`config.mk`:
```
export PLATFORM = sky130hd
export DESIGN_NAME = seq_alu
export DESIGN_NICKNAME = d
export VERILOG_FILES = /design/src/rtl/seq_alu.sv
export SDC_FILE = /design/constraint.sdc
export NUM_CORES = 1
export LEC_CHECK = 0
export BUFFER_PORTS_ARGS = -buffer_cell sky130_fd_sc_hd__buf_2
export CAP_MARGIN = 20
export CORE_MARGIN = 2
export CORE_UTILIZATION = 45
export CTS_CLUSTER_DIAMETER = 150
export DETAILED_ROUTE_END_ITERATION = 7
export SETUP_SLACK_MARGIN = 0.4
export SLEW_MARGIN = 10
export SYNTH_ARGS = -nofsm -noshare
export SYNTH_HDL_FRONTEND = slang
export SYNTH_SLANG_ARGS = --single-unit
export TNS_END_PERCENT = 1
```
`constraint.sdc`:
```
create_clock -name clk -period 5.5 [get_ports clk]
set_clock_uncertainty 0.15 [all_clocks]
set_input_delay 0.55 -clock clk [delete_from_list [all_inputs] [get_ports clk]]
set_output_delay 0.55 -clock clk [all_outputs]
set_load 0.03 [all_outputs]
```
`src/rtl/seq_alu.sv`:
```
// Sequential ALU: single-cycle logic/arith ops plus iterative unsigned
// multiply (shift-add) and divide (restoring), behind a valid/ready handshake.
module seq_alu #(
   parameter int WIDTH = 32,
   parameter int SHW   = $clog2(WIDTH)
) (
   input  logic             clk,
   input  logic             rst,
   input  logic             in_valid,
   output logic             in_ready,
   input  logic [WIDTH-1:0] a,
   input  logic [WIDTH-1:0] b,
   input  logic [5:0]       sel,
   input  logic [WIDTH-1:0] imm,
   input  logic [WIDTH-1:0] pc,
   output logic             out_valid,
   input  logic             out_ready,
   output logic [WIDTH-1:0] result,
   output logic [WIDTH-1:0] result_hi,
   output logic             zero_flag,
   output logic             ovf_flag,
   output logic             dz_flag,
   output logic             illegal,
   output logic [WIDTH-1:0] branch_target
);

   localparam int CW = $clog2(WIDTH + 1);
   localparam int M  = WIDTH - 1;

   localparam logic [5:0] OP_ADD  = 6'b000000;
   localparam logic [5:0] OP_SUB  = 6'b000001;
   localparam logic [5:0] OP_AND  = 6'b000010;
   localparam logic [5:0] OP_OR   = 6'b000011;
   localparam logic [5:0] OP_SLL  = 6'b000100;
   localparam logic [5:0] OP_SRL  = 6'b000101;
   localparam logic [5:0] OP_SLT  = 6'b000110;
   localparam logic [5:0] OP_SLTU = 6'b000111;
   localparam logic [5:0] OP_SRA  = 6'b001000;
   localparam logic [5:0] OP_XOR  = 6'b001001;
   localparam logic [5:0] OP_NOR  = 6'b001010;
   localparam logic [5:0] OP_MULU = 6'b001011;
   localparam logic [5:0] OP_DIVU = 6'b001100;
   localparam logic [5:0] OP_NOP  = 6'b111111;

   typedef enum logic [1:0] {S_IDLE, S_BUSY, S_DONE} state_t;

   state_t           r_state;
   logic [CW-1:0]    r_cnt;
   logic [WIDTH-1:0] r_a;
   logic [WIDTH-1:0] r_b;
   logic [5:0]       r_sel;
   logic [WIDTH-1:0] r_hi;
   logic [WIDTH-1:0] r_lo;

   logic [WIDTH-1:0] w_res;
   logic [WIDTH-1:0] w_hi;
   logic [WIDTH-1:0] w_sum;
   logic [WIDTH-1:0] w_diff;
   logic             w_zero;
   logic             w_ovf;
   logic             w_dz;
   logic             w_ill;
   logic             w_long;

   logic [WIDTH:0]   w_madd;
   logic [WIDTH:0]   w_rs;
   logic [WIDTH:0]   w_rsub;
   logic             w_ge;
   logic             w_is_div;
   logic [WIDTH-1:0] w_hi_nx;
   logic [WIDTH-1:0] w_lo_nx;

   // Single-cycle result and flags, evaluated from the request being accepted
   always_comb begin
      w_res  = '0;
      w_hi   = '0;
      w_ovf  = 1'b0;
      w_dz   = 1'b0;
      w_ill  = 1'b0;
      w_zero = (a == b);
      w_sum  = a + b;
      w_diff = a - b;
      case (sel)
         OP_ADD: begin
            w_res = w_sum;
            w_ovf = (a[M] == b[M]) && (w_sum[M] != a[M]);
         end
         OP_SUB: begin
            w_res = w_diff;
            w_ovf = (a[M] != b[M]) && (w_diff[M] != a[M]);
         end
         OP_AND:  w_res = a & b;
         OP_OR:   w_res = a | b;
         OP_SLL:  w_res = a << b[SHW-1:0];
         OP_SRL:  w_res = a >> b[SHW-1:0];
         OP_SLT:  w_res = {{(WIDTH-1){1'b0}}, ($signed(a) < $signed(b))};
         OP_SLTU: w_res = {{(WIDTH-1){1'b0}}, (a < b)};
         OP_SRA:  w_res = $unsigned($signed(a) >>> b[SHW-1:0]);
         OP_XOR:  w_res = a ^ b;
         OP_NOR:  w_res = ~(a | b);
         OP_MULU: w_res = '0;
         OP_DIVU: begin
            // Divide by zero finishes immediately with a saturated quotient
            if (b == '0) begin
               w_res = '1;
               w_hi  = a;
               w_dz  = 1'b1;
            end
         end
         OP_NOP:  w_zero = 1'b0;
         default: begin
            w_ill  = 1'b1;
            w_zero = 1'b0;
         end
      endcase
      w_long = (sel == OP_MULU) || ((sel == OP_DIVU) && (b != '0));
   end

   // One iteration of shift-add multiply or restoring divide on {r_hi, r_lo}
   always_comb begin
      w_is_div = (r_sel == OP_DIVU);
      w_madd   = {1'b0, r_hi} + (r_lo[0] ? {1'b0, r_a} : '0);
      w_rs     = {r_hi, r_lo[WIDTH-1]};
      w_rsub   = w_rs - {1'b0, r_b};
      // Remainder stays below the divisor, so the top bit is the borrow
      w_ge     = ~w_rsub[WIDTH];
      if (w_is_div) begin
         w_hi_nx = w_ge ? w_rsub[WIDTH-1:0] : w_rs[WIDTH-1:0];
         w_lo_nx = {r_lo[WIDTH-2:0], w_ge};
      end else begin
         w_hi_nx = w_madd[WIDTH:1];
         w_lo_nx = {w_madd[0], r_lo[WIDTH-1:1]};
      end
   end

   // Control FSM with registered handshake, results and flags
   always_ff @(posedge clk) begin
      if (rst) begin
         r_state       <= S_IDLE;
         r_cnt         <= '0;
         r_a           <= '0;
         r_b           <= '0;
         r_sel         <= '0;
         r_hi          <= '0;
         r_lo          <= '0;
         in_ready      <= 1'b1;
         out_valid     <= 1'b0;
         result        <= '0;
         result_hi     <= '0;
         zero_flag     <= 1'b0;
         ovf_flag      <= 1'b0;
         dz_flag       <= 1'b0;
         illegal       <= 1'b0;
         branch_target <= '0;
      end else begin
         case (r_state)
            S_IDLE: begin
               if (in_valid && in_ready) begin
                  r_a           <= a;
                  r_b           <= b;
                  r_sel         <= sel;
                  branch_target <= (imm << 2) + pc;
                  zero_flag     <= w_zero;
                  ovf_flag      <= w_ovf;
                  dz_flag       <= w_dz;
                  illegal       <= w_ill;
                  in_ready      <= 1'b0;
                  if (w_long) begin
                     r_hi      <= '0;
                     r_lo      <= (sel == OP_DIVU) ? a : b;
                     r_cnt     <= CW'(WIDTH);
                     result    <= '0;
                     result_hi <= '0;
                     r_state   <= S_BUSY;
                  end else begin
                     result    <= w_res;
                     result_hi <= w_hi;
                     out_valid <= 1'b1;
                     r_state   <= S_DONE;
                  end
               end
            end
            S_BUSY: begin
               r_hi  <= w_hi_nx;
               r_lo  <= w_lo_nx;
               r_cnt <= r_cnt - 1'b1;
               // Last step: low half is product-low / quotient, high half is product-high / remainder
               if (r_cnt == CW'(1)) begin
                  result    <= w_lo_nx;
                  result_hi <= w_hi_nx;
                  out_valid <= 1'b1;
                  r_state   <= S_DONE;
               end
            end
            S_DONE: begin
               if (out_ready) begin
                  out_valid <= 1'b0;
                  in_ready  <= 1'b1;
                  r_state   <= S_IDLE;
               end
            end
            default: begin
               out_valid <= 1'b0;
               in_ready  <= 1'b1;
               r_state   <= S_IDLE;
            end
         endcase
      end
   end

endmodule

```
# After elaboration in Yosys (flattened, before gate mapping)
# Index checks and enable logic that the tools add are counted.
dict set report totals {
  regBits 244
  word_cells 122
  output_inout_bits 102
}
dict set report op_classes {
  order_cmp 2
  muxes 44
  shift 3
  n_addsub 6
  reduce_logical 18
  n_eq_ne 27
  n_bitwise 6
}
# cell n
set op_table {}
lappend op_table {{2-to-1 mux 32 bit} 18}
lappend op_table {{one-hot mux 32 bit (12 select lines)} 1}
lappend op_table {{one-hot mux 32 bit (2 select lines)} 4}
lappend op_table {{adder 32 bit} 2}
lappend op_table {{< comparator 32 bit} 2}
lappend op_table {{equality test 6 x 4 -> 1 bit, second input constant} 6}
lappend op_table {{adder 32 x 32 -> 33 bit} 1}
lappend op_table {{subtractor 33 x 32 -> 33 bit} 1}
lappend op_table {{AND 32 bit} 1}
lappend op_table {{equality test 32 bit} 1}
lappend op_table {{zero test 32 bit} 1}
lappend op_table {{NOT 32 bit} 1}
lappend op_table {{bitwise OR 32 bit} 1}
lappend op_table {{nonzero test 32 bit} 1}
lappend op_table {{left shift 32 x 5 -> 32 bit} 1}
lappend op_table {{right shift 32 x 5 -> 32 bit} 1}
lappend op_table {{>>> shifter 32 x 5 -> 32 bit} 1}
lappend op_table {{subtractor 32 bit} 1}
lappend op_table {{XOR 32 bit} 1}
lappend op_table {{equality test 6 x 3 -> 1 bit, second input constant} 4}
lappend op_table {{OR reduction 14 bit} 1}
lappend op_table {{OR reduction 13 bit} 1}
lappend op_table {{equality test 6 x 1 -> 1 bit, second input constant} 2}
lappend op_table {{equality test 6 x 2 -> 1 bit, second input constant} 2}
lappend op_table {{other kinds (23)} 50}

# Longest topological paths before layout
# Gate-level depths: netlist of the first run.
dict set report logic_depth {
  ltp_word 6
  depth_mapped 16
}

# Worst setup path before layout of the first run
# No wires, ideal clock.
dict set report synth_path {
  kind {input-to-reg}
  startpoint {in b[2]}
  endpoint {reg result[25]}
  required_time_ps 5213
  t_arrival_ps 3905
  setup_slack_ps 1308
  stages 15
  setup_time_ps 137
  cell_sequence {inv_1 buf_2 buf_1 buf_1 ha_1 o21ai_0 o21ai_1 a41o_1 a31o_1 a211o_2 a31oi_4 o21bai_1 a221o_1 o21ai_1 a221oi_2}
}
dict set report synth_via {
  elab_chain_cells 6
  elab_cells_between_ends 14
  cone_classes {add/sub (2); shift (3); mux (5); reduce/logical (4)}
}
# element line
set synth_lines {}
lappend synth_lines {{from (decl)} 12} ;# input logic [WIDTH-1:0] b,
lappend synth_lines {{branches (longest 3 deep; another with subtractor 32 bit)} n/a}
lappend synth_lines {{2-to-1 mux 32 bit *} 168} ;# if (w_long) begin
lappend synth_lines {{2-to-1 mux 32 bit *} 158} ;# if (in_valid && in_ready) begin
lappend synth_lines {{one-hot mux 32 bit (2 select lines) *} 156} ;# case (r_state)
lappend synth_lines {{to (signal assigned)} 176} ;# result <= w_res;
lappend synth_lines {{to (signal assigned)} 189} ;# result <= w_lo_nx;
lappend synth_lines {{to (decl)} 18} ;# output logic [WIDTH-1:0] result,
# Every way passes the cells marked *. The select of a mux whose other input is x is not followed.
# A chain may end at the register's enable or synchronous reset.

# Worst setup path after layout of the first run
dict set report layout_path {
  startpoint {reg r_b[24]}
  endpoint {reg result_hi[11]}
}
dict set report layout_via {
  elab_chain_cells 5
}
# element line
set layout_lines {}
lappend layout_lines {{from (decl)} 50} ;# logic [WIDTH-1:0] r_b;
lappend layout_lines {{from (signal assigned)} 142} ;# r_b <= '0;
lappend layout_lines {{from (signal assigned)} 160} ;# r_b <= b;
lappend layout_lines {{subtractor 33 x 32 -> 33 bit} 124} ;# w_rsub = w_rs - {1'b0, r_b};
lappend layout_lines {{2-to-1 mux 32 bit} 128} ;# w_hi_nx = w_ge ? w_rsub[WIDTH-1:0] : w_rs[WIDTH-1:0];
lappend layout_lines {{2-to-1 mux 32 bit} 127} ;# if (w_is_div) begin
lappend layout_lines {{2-to-1 mux 32 bit} 188} ;# if (r_cnt == CW'(1)) begin
lappend layout_lines {{one-hot mux 32 bit (2 select lines)} 156}
lappend layout_lines {{to (signal assigned)} 177} ;# result_hi <= w_hi;
lappend layout_lines {{to (signal assigned)} 190} ;# result_hi <= w_hi_nx;
lappend layout_lines {{to (decl)} 19} ;# output logic [WIDTH-1:0] result_hi,
# No other way between the ends. The select of a mux whose other input is x is not followed.

==> run metrics, run 1 <==
crit path launch type=flip-flop; Hold WC Path Type=primary input to flip-flop; starting density of the core=0.4569; Crit path largest cell delay=approximately 620 ps; worst flop-to-flop path startpoint=r_b[24]$_SDFFE_PP0P_; reg-to-reg endpoint=result_hi[11]$_SDFFE_PP0P_; Worst Path Arrival=between 4000 and 5000 ps; share of power burned in registers=0.292; CTS tree=built; Final GP Congestion=between 1 and 1.5; die area=about 0.057 sq mm; total CTS buffers=31; Root Buffer Master=clkbuf_16; share of layout cells above drive strength 1=0.1350; synthesized cell area=~0.025 sq mm; Final ANT Viol Nets=0; most common cell after layout, fill and taps aside=nand2_1; number of remaining DRC errors=0; postcts setup bufs=0; CTS HTree Levels=1; Clk pwr share=0.313; sink count of the clock tree=between 200 and 250; GRT overflow=0; Die H=approximately 240 microns; FF+latch area=0.004885 sq mm; fill count=between 5000 and 6000; largest net degree at the start of global routing=just under 90; Hold-fix buffers, CTS=0; worst slew pin tran=between 1000 and 1500 ps; final setup fails=0; reg-to-reg slack, setup=roughly 840 ps; min Tclk post-route=approximately 4700 ps; Peak VDD IR=just over 0.0002 V; status=completed; Layout area overhead=11.04%; initial antenna violation count=13; Hold EP=branch_target[1]$_SDFFE_PP0P_; crit-path most repeated cell=buf_4; Max clock buf depth=3; Min-Delay Startpoint=pc[1]; DRT iter0 DRCs=about 3200; Synth Instances=around 3400; Via density=about 6.6; Die Wd=roughly 240 microns; I/O Pins=240; R2R cell count=13; Worst-Skew Late Latency=620 ps; # resized after CTS=0; layout net count=3862; Fin. Hold Viols=0; Final Power=between 0.007 and 0.008 W; final std cells w/o fill=4252; final core occ=0.5073; switching share of power=0.4081; relative slew slack=0.1970; CP Max Fanout=12; most used flip-flop cell after synthesis=dfxtp_1; internal cell power=around 0.0042 W; Post-synth ARST share=0; Slowest cell on crit path=nor4_1; period utilization=0.8479; hold path depth=3; synthesis warning total=0; first drt pass iteration count=6; setup tns final=0 ps; syn nets=around 3800; Slew Viols, Final=0; crit path kind=flip-flop to flip-flop; Sw Pwr=approximately 0.0029 W; count of port buffers added during placement=237; row cnt=85; first-pass GRT wire length=166300 microns; crit-path cells=inv_1 > ha_1 > nand4_1 > nor4_1 > nand2_1 > o211ai_1 > nor2_1 > o311ai_4 > buf_4 > buf_4 > mux2_2 > o21ai_0 > a211oi_1; routed wire length=111800 microns; Critical Path RT=slightly below 6000 ps; Mapped Avg Cell Area=a little over 7 sq um; crit end category=flip-flop; Tot GR Track Use=0.3820; Comb pwr share=0.395; most frequent cells in the layout=488 x nand2_1, 444 x a21oi_1, 340 x nor2_1; vias in the first global route=about 26000; power per cell area=259.3 mW/mm^2; Netlist cell types=approximately 110; Core ar.=~0.054 sq mm; CTS clock-pin slew for the worst setup and hold paths=70 ps; drt wl/cell=26.29 microns; via count=about 28000; Leak=between 10 and 15 nW; Post-synth EDFFs=0; Yosys reg bits=about 240; Final HPWL DP=between 80000 and 90000 microns; RSZ-0062 raised after global routing=no; Max Clk Rate=between 200 and 250 MHz; max_cap viols=0; multi-input combinational cell area=roughly 0.018 sq mm; placed insts=approximately 4200; register area share after synthesis=0.1979
-- per-layer routing --
| metal | global-route usage | part of all wire | up-vias |
|---|---|---|---|
| met1 | 0.5060 | 0.41 | 13530 |
| li1 | - | - | 12640 |
| met4 | 0.1886 | 0.059 | 8 |
| met3 | 0.08052 | 0.10 | 346 |
| met5 | 0 | 0.00052 | - |
| met2 | 0.5890 | 0.43 | 1566 |
-- synthesized netlist by cell type, types with 29 or more instances --
library cell  number  share of area
nor3_1            79          0.016
o22ai_1           31         0.0079
and2_1            46          0.012
nor4_1            33         0.0084
buf_1             29         0.0044
a21o_1            62          0.019
ha_1             195          0.099
xnor2_1           57          0.020
a21oi_1          444          0.090
mux2i_1           72          0.029
inv_1            159          0.024
o21ai_0          173          0.035
buf_2             32         0.0065
clkbuf_1         184          0.028
dfxtp_1          244           0.20
a211oi_1          87          0.026
nor2_1           344          0.052
nand3_1           52          0.011
nand2_1          491          0.075
xor2_1            30          0.011
mux4_2            54          0.049
o21bai_1          33          0.010
-- cell families (layout without fill, tap and decap cells) --
| kind of cell | Yosys count | after routing | synth area share |
|---|---|---|---|
| AND/OR/NAND/NOR | 1200 | 1200 | 0.2178 |
| AO/OA/AOI/OAI | 1160 | 1160 | 0.3006 |
| buffers and inverters | 419 | 524 | 0.06827 |
| flip-flops | 244 | 244 | 0.1979 |
| adder cells (fa/ha/maj) | 200 | 200 | 0.1029 |
| multiplexers | 133 | 133 | 0.08166 |
| XOR/XNOR | 87 | 87 | 0.03087 |
| other | 0 | 8 | 0 |
-- cell type report --
cell class                 count  share of cell area
clock inverter                14            0.007349
inverter                     163             0.02232
multi-input combinational   2780              0.6638
sequential                   244              0.1782
timing repair buffer         304             0.06295
antenna                        8           0.0007304
tap                          696             0.03177
clock buffer                  43             0.03287
-- through the flow --
stage                     hold WS (ps)  instance area, sq um  worst slack, ps
final                            60.92                 27410            836.7
after floorplan                  281.6                 24680             1308
after global placement           287.1                 26290            939.5
after detailed placement         292.6                 26290            856.1
after global routing             77.08                 27410            664.9
after CTS                        32.74                 27390             1077
-- power by group through the flow --
stage	sequential (W)	combinational, W	clock [W]
detailed placement	0.00211	0.00273	0
CTS	0.00207	0.00275	0.00225
floorplan	0.00227	0.00169	0
global route	0.00209	0.00301	0.00231
global placement	0.00210	0.00271	0
finish	0.00207	0.00281	0.00222
-- flip-flops by register name, summed over array words and instances, names as in the netlist --
signal	count
r_sel	6
r_cnt	6
r_hi	32
r_a	32
ovf_flag	1
r_b	32
branch_target	32
result_hi	32
in_ready	1
result	32
out_valid	1
zero_flag	1
r_lo	32
dz_flag	1
illegal	1
r_state	2
-- critical path, delay by kind of cell (launching register included) --
family	cells	cell delay [ps]
and+or+nand+nor	4	1250
adders and majority gates	1	410
muxes	1	360
buffers and inverters	3	680
AOI/OAI and AO/OA	4	1250
DFF	1	350
-- worst max-delay path by stage --
stage	cells after the start	from	to	slack (ps)
2_1_floorplan	15	b[2]	result[25]$_SDFFE_PP0P_	1310
3_3_place_gp	13	a[1]	result[17]$_SDFFE_PP0P_	940
3_5_place_dp	13	a[1]	result[17]$_SDFFE_PP0P_	860
4_1_cts	13	r_b[24]$_SDFFE_PP0P_	result_hi[11]$_SDFFE_PP0P_	1080
5_1_grt	13	r_b[24]$_SDFFE_PP0P_	result_hi[11]$_SDFFE_PP0P_	660
6_report	13	r_b[24]$_SDFFE_PP0P_	result_hi[11]$_SDFFE_PP0P_	840
Note: power is estimated with default switching activity, not from simulation.
==> run 2, diff against run 1 <==
Settings changed: PLACE_DENSITY set to 0.66.
Clock period 5.5 ns to 3.96 ns, I/O delays scaled along.
==> run 2 against run 1 <==
  * Non-clock buffer count up 216
  * Cell area rose by 7.3%
  * Count of clock-buffer cells in the layout shrank 4
  * Sequential share of layout area down 1.2 points
  * Sequential power up 39%
  * Power increased by 44%
  * Critical path depth stayed put
  * Die area stayed put
  * Combinational power is 50% higher
==> run metrics, run 2 (synthesis results as in run 1) <==
total CTS buffers=31; Max Clk Rate=roughly 270 MHz; final std cells w/o fill=4464; worst slew pin tran=between 1000 and 1500 ps; final setup fails=0; max_cap viols=0; Final GP Congestion=a little over 1; Final HPWL DP=slightly above 80000 microns; largest net degree at the start of global routing=121; number of remaining DRC errors=0; initial antenna violation count=4; Via density=around 6.4; final worst slack=between 200 and 250 ps; first drt pass iteration count=6; Final ANT Viol Nets=0; dpl ws=-78.60 ps; Tot GR Track Use=0.3674; routed wire length=about 110000 microns; placed insts=4376; period utilization=0.9381; status=completed; I/O Pins=240; Slowest cell on crit path=a2111oi_0; fill count=between 5000 and 6000; crit path kind=primary input to flip-flop; Die H=roughly 240 microns; Worst-Skew Late Latency=650 ps; CTS clock-pin slew for the worst setup and hold paths=around 60 ps; final core occ=0.5446; Core ar.=roughly 0.054 sq mm; CTS tree=built; min Tclk post-route=roughly 3700 ps; RSZ-0062 raised after global routing=yes; setup tns final=0 ps; Crit path largest cell delay=~970 ps; Die Wd=~240 microns; crit-path cells=buf_2 > buf_4 > ha_1 > or4_1 > o21ai_1 > o21ai_1 > a2111oi_0 > buf_4 > o21ai_1 > a21oi_1 > o21ai_0 > o31ai_1 > a21oi_1; FF+latch area=a little under 0.005 sq mm; Fin. Hold Viols=0; Hold WC Path Type=primary input to flip-flop; crit end category=flip-flop; Worst Path Arrival=4060 ps; starting density of the core=0.4569; CP Max Fanout=11; Peak VDD IR=roughly 0.00036 V; crit path launch type=primary input; most frequent cells in the layout=488 x nand2_1, 435 x a21oi_1, 339 x nor2_1; multi-input combinational cell area=between 0.015 and 0.02 sq mm; via count=28500; first-pass GRT wire length=about 160000 microns; power per cell area=~350 mW/mm^2; most common cell after layout, fill and taps aside=nand2_1; Critical Path RT=about 4300 ps; Leak=12.64 nW; CTS HTree Levels=1; vias in the first global route=26410; count of port buffers added during placement=237; Max clock buf depth=3; GRT overflow=0; sink count of the clock tree=around 240; relative slew slack=0.2244; crit-path most repeated cell=o21ai_1; reg-to-reg slack, setup=approximately 320 ps; layout net count=about 4100; Root Buffer Master=clkbuf_16; drt wl/cell=24.18 microns; DRT iter0 DRCs=slightly above 3000; die area=about 0.057 sq mm; Slew Viols, Final=0; Layout area overhead=19.18%; share of layout cells above drive strength 1=0.1880; Final Power=0.01023 W; row cnt=85
## run 2: path summary, 6_finish.rpt
kind                     startpoint                         to  depth (start not counted)
min                        in_valid      in_ready$_SDFFE_PP1P_                          4
max                            a[4]    result[27]$_SDFFE_PP0P_                         13
min reg2reg  result[4]$_SDFFE_PP0P_     result[4]$_SDFFE_PP0P_                          2
max reg2reg   r_lo[31]$_SDFFE_PP0P_  result_hi[4]$_SDFFE_PP0P_                         16
## run 2: cell type report
type,count,area share
Timing Repair Buffer,520,0.1229
Clock inverter,19,0.008803
Inverter,163,0.02084
Tap cell,696,0.02960
Sequential cell,244,0.1661
Antenna cell,3,0.0002552
Multi-Input combinational cell,2780,0.6228
Clock buffer,39,0.02875
## run 2: worst max-delay path, delay by kind of cell
| family | cells | cell delay, ps |
|---|---|---|
| AOI/OAI and AO/OA | 8 | 2300 |
| adders and majority gates | 1 | 260 |
| buffers and inverters | 3 | 530 |
| and+or+nand+nor | 1 | 570 |
## run 2: per-stage QoR
step | cell area (sq um) | hold slack, ps
3_3_place_gp | 27860 | 287.6
3_5_place_dp | 27860 | 291.6
4_1_cts | 29310 | 1.065
5_1_grt | 29420 | 37.75
2_1_floorplan | 24710 | 281.6
6_report | 29420 | 8.884
## run 2: report_power, final
part / internal (W) / total [W] / switching, W
sequential: 0.00272 / 0.00287 / 0.000158
clock: 0.00185 / 0.00315 / 0.00130
combinational: 0.00153 / 0.00421 / 0.00268
total: 0.00610 / 0.0102 / 0.00413
## run 2: what timing repair did
| item | CTS | global route |
|---|---|---|
| buffers inserted | 6 | 1 |
| resized for setup | 18 | 21 |
| pin swaps | 11 | 7 |
| hold endpoints to repair | 18 | 0 |
| setup endpoints to repair | 64 | 75 |
| cloned | 2 | 0 |
| hold buffers | 18 | 0 |
## run 2: layer usage
metal	share of wire	global-route usage	vias up
li1	-	-	13090
met1	0.41	0.4805	13390
met2	0.42	0.5613	1665
met3	0.10	0.07531	352
met4	0.066	0.2123	2
met5	0.00015	0	-
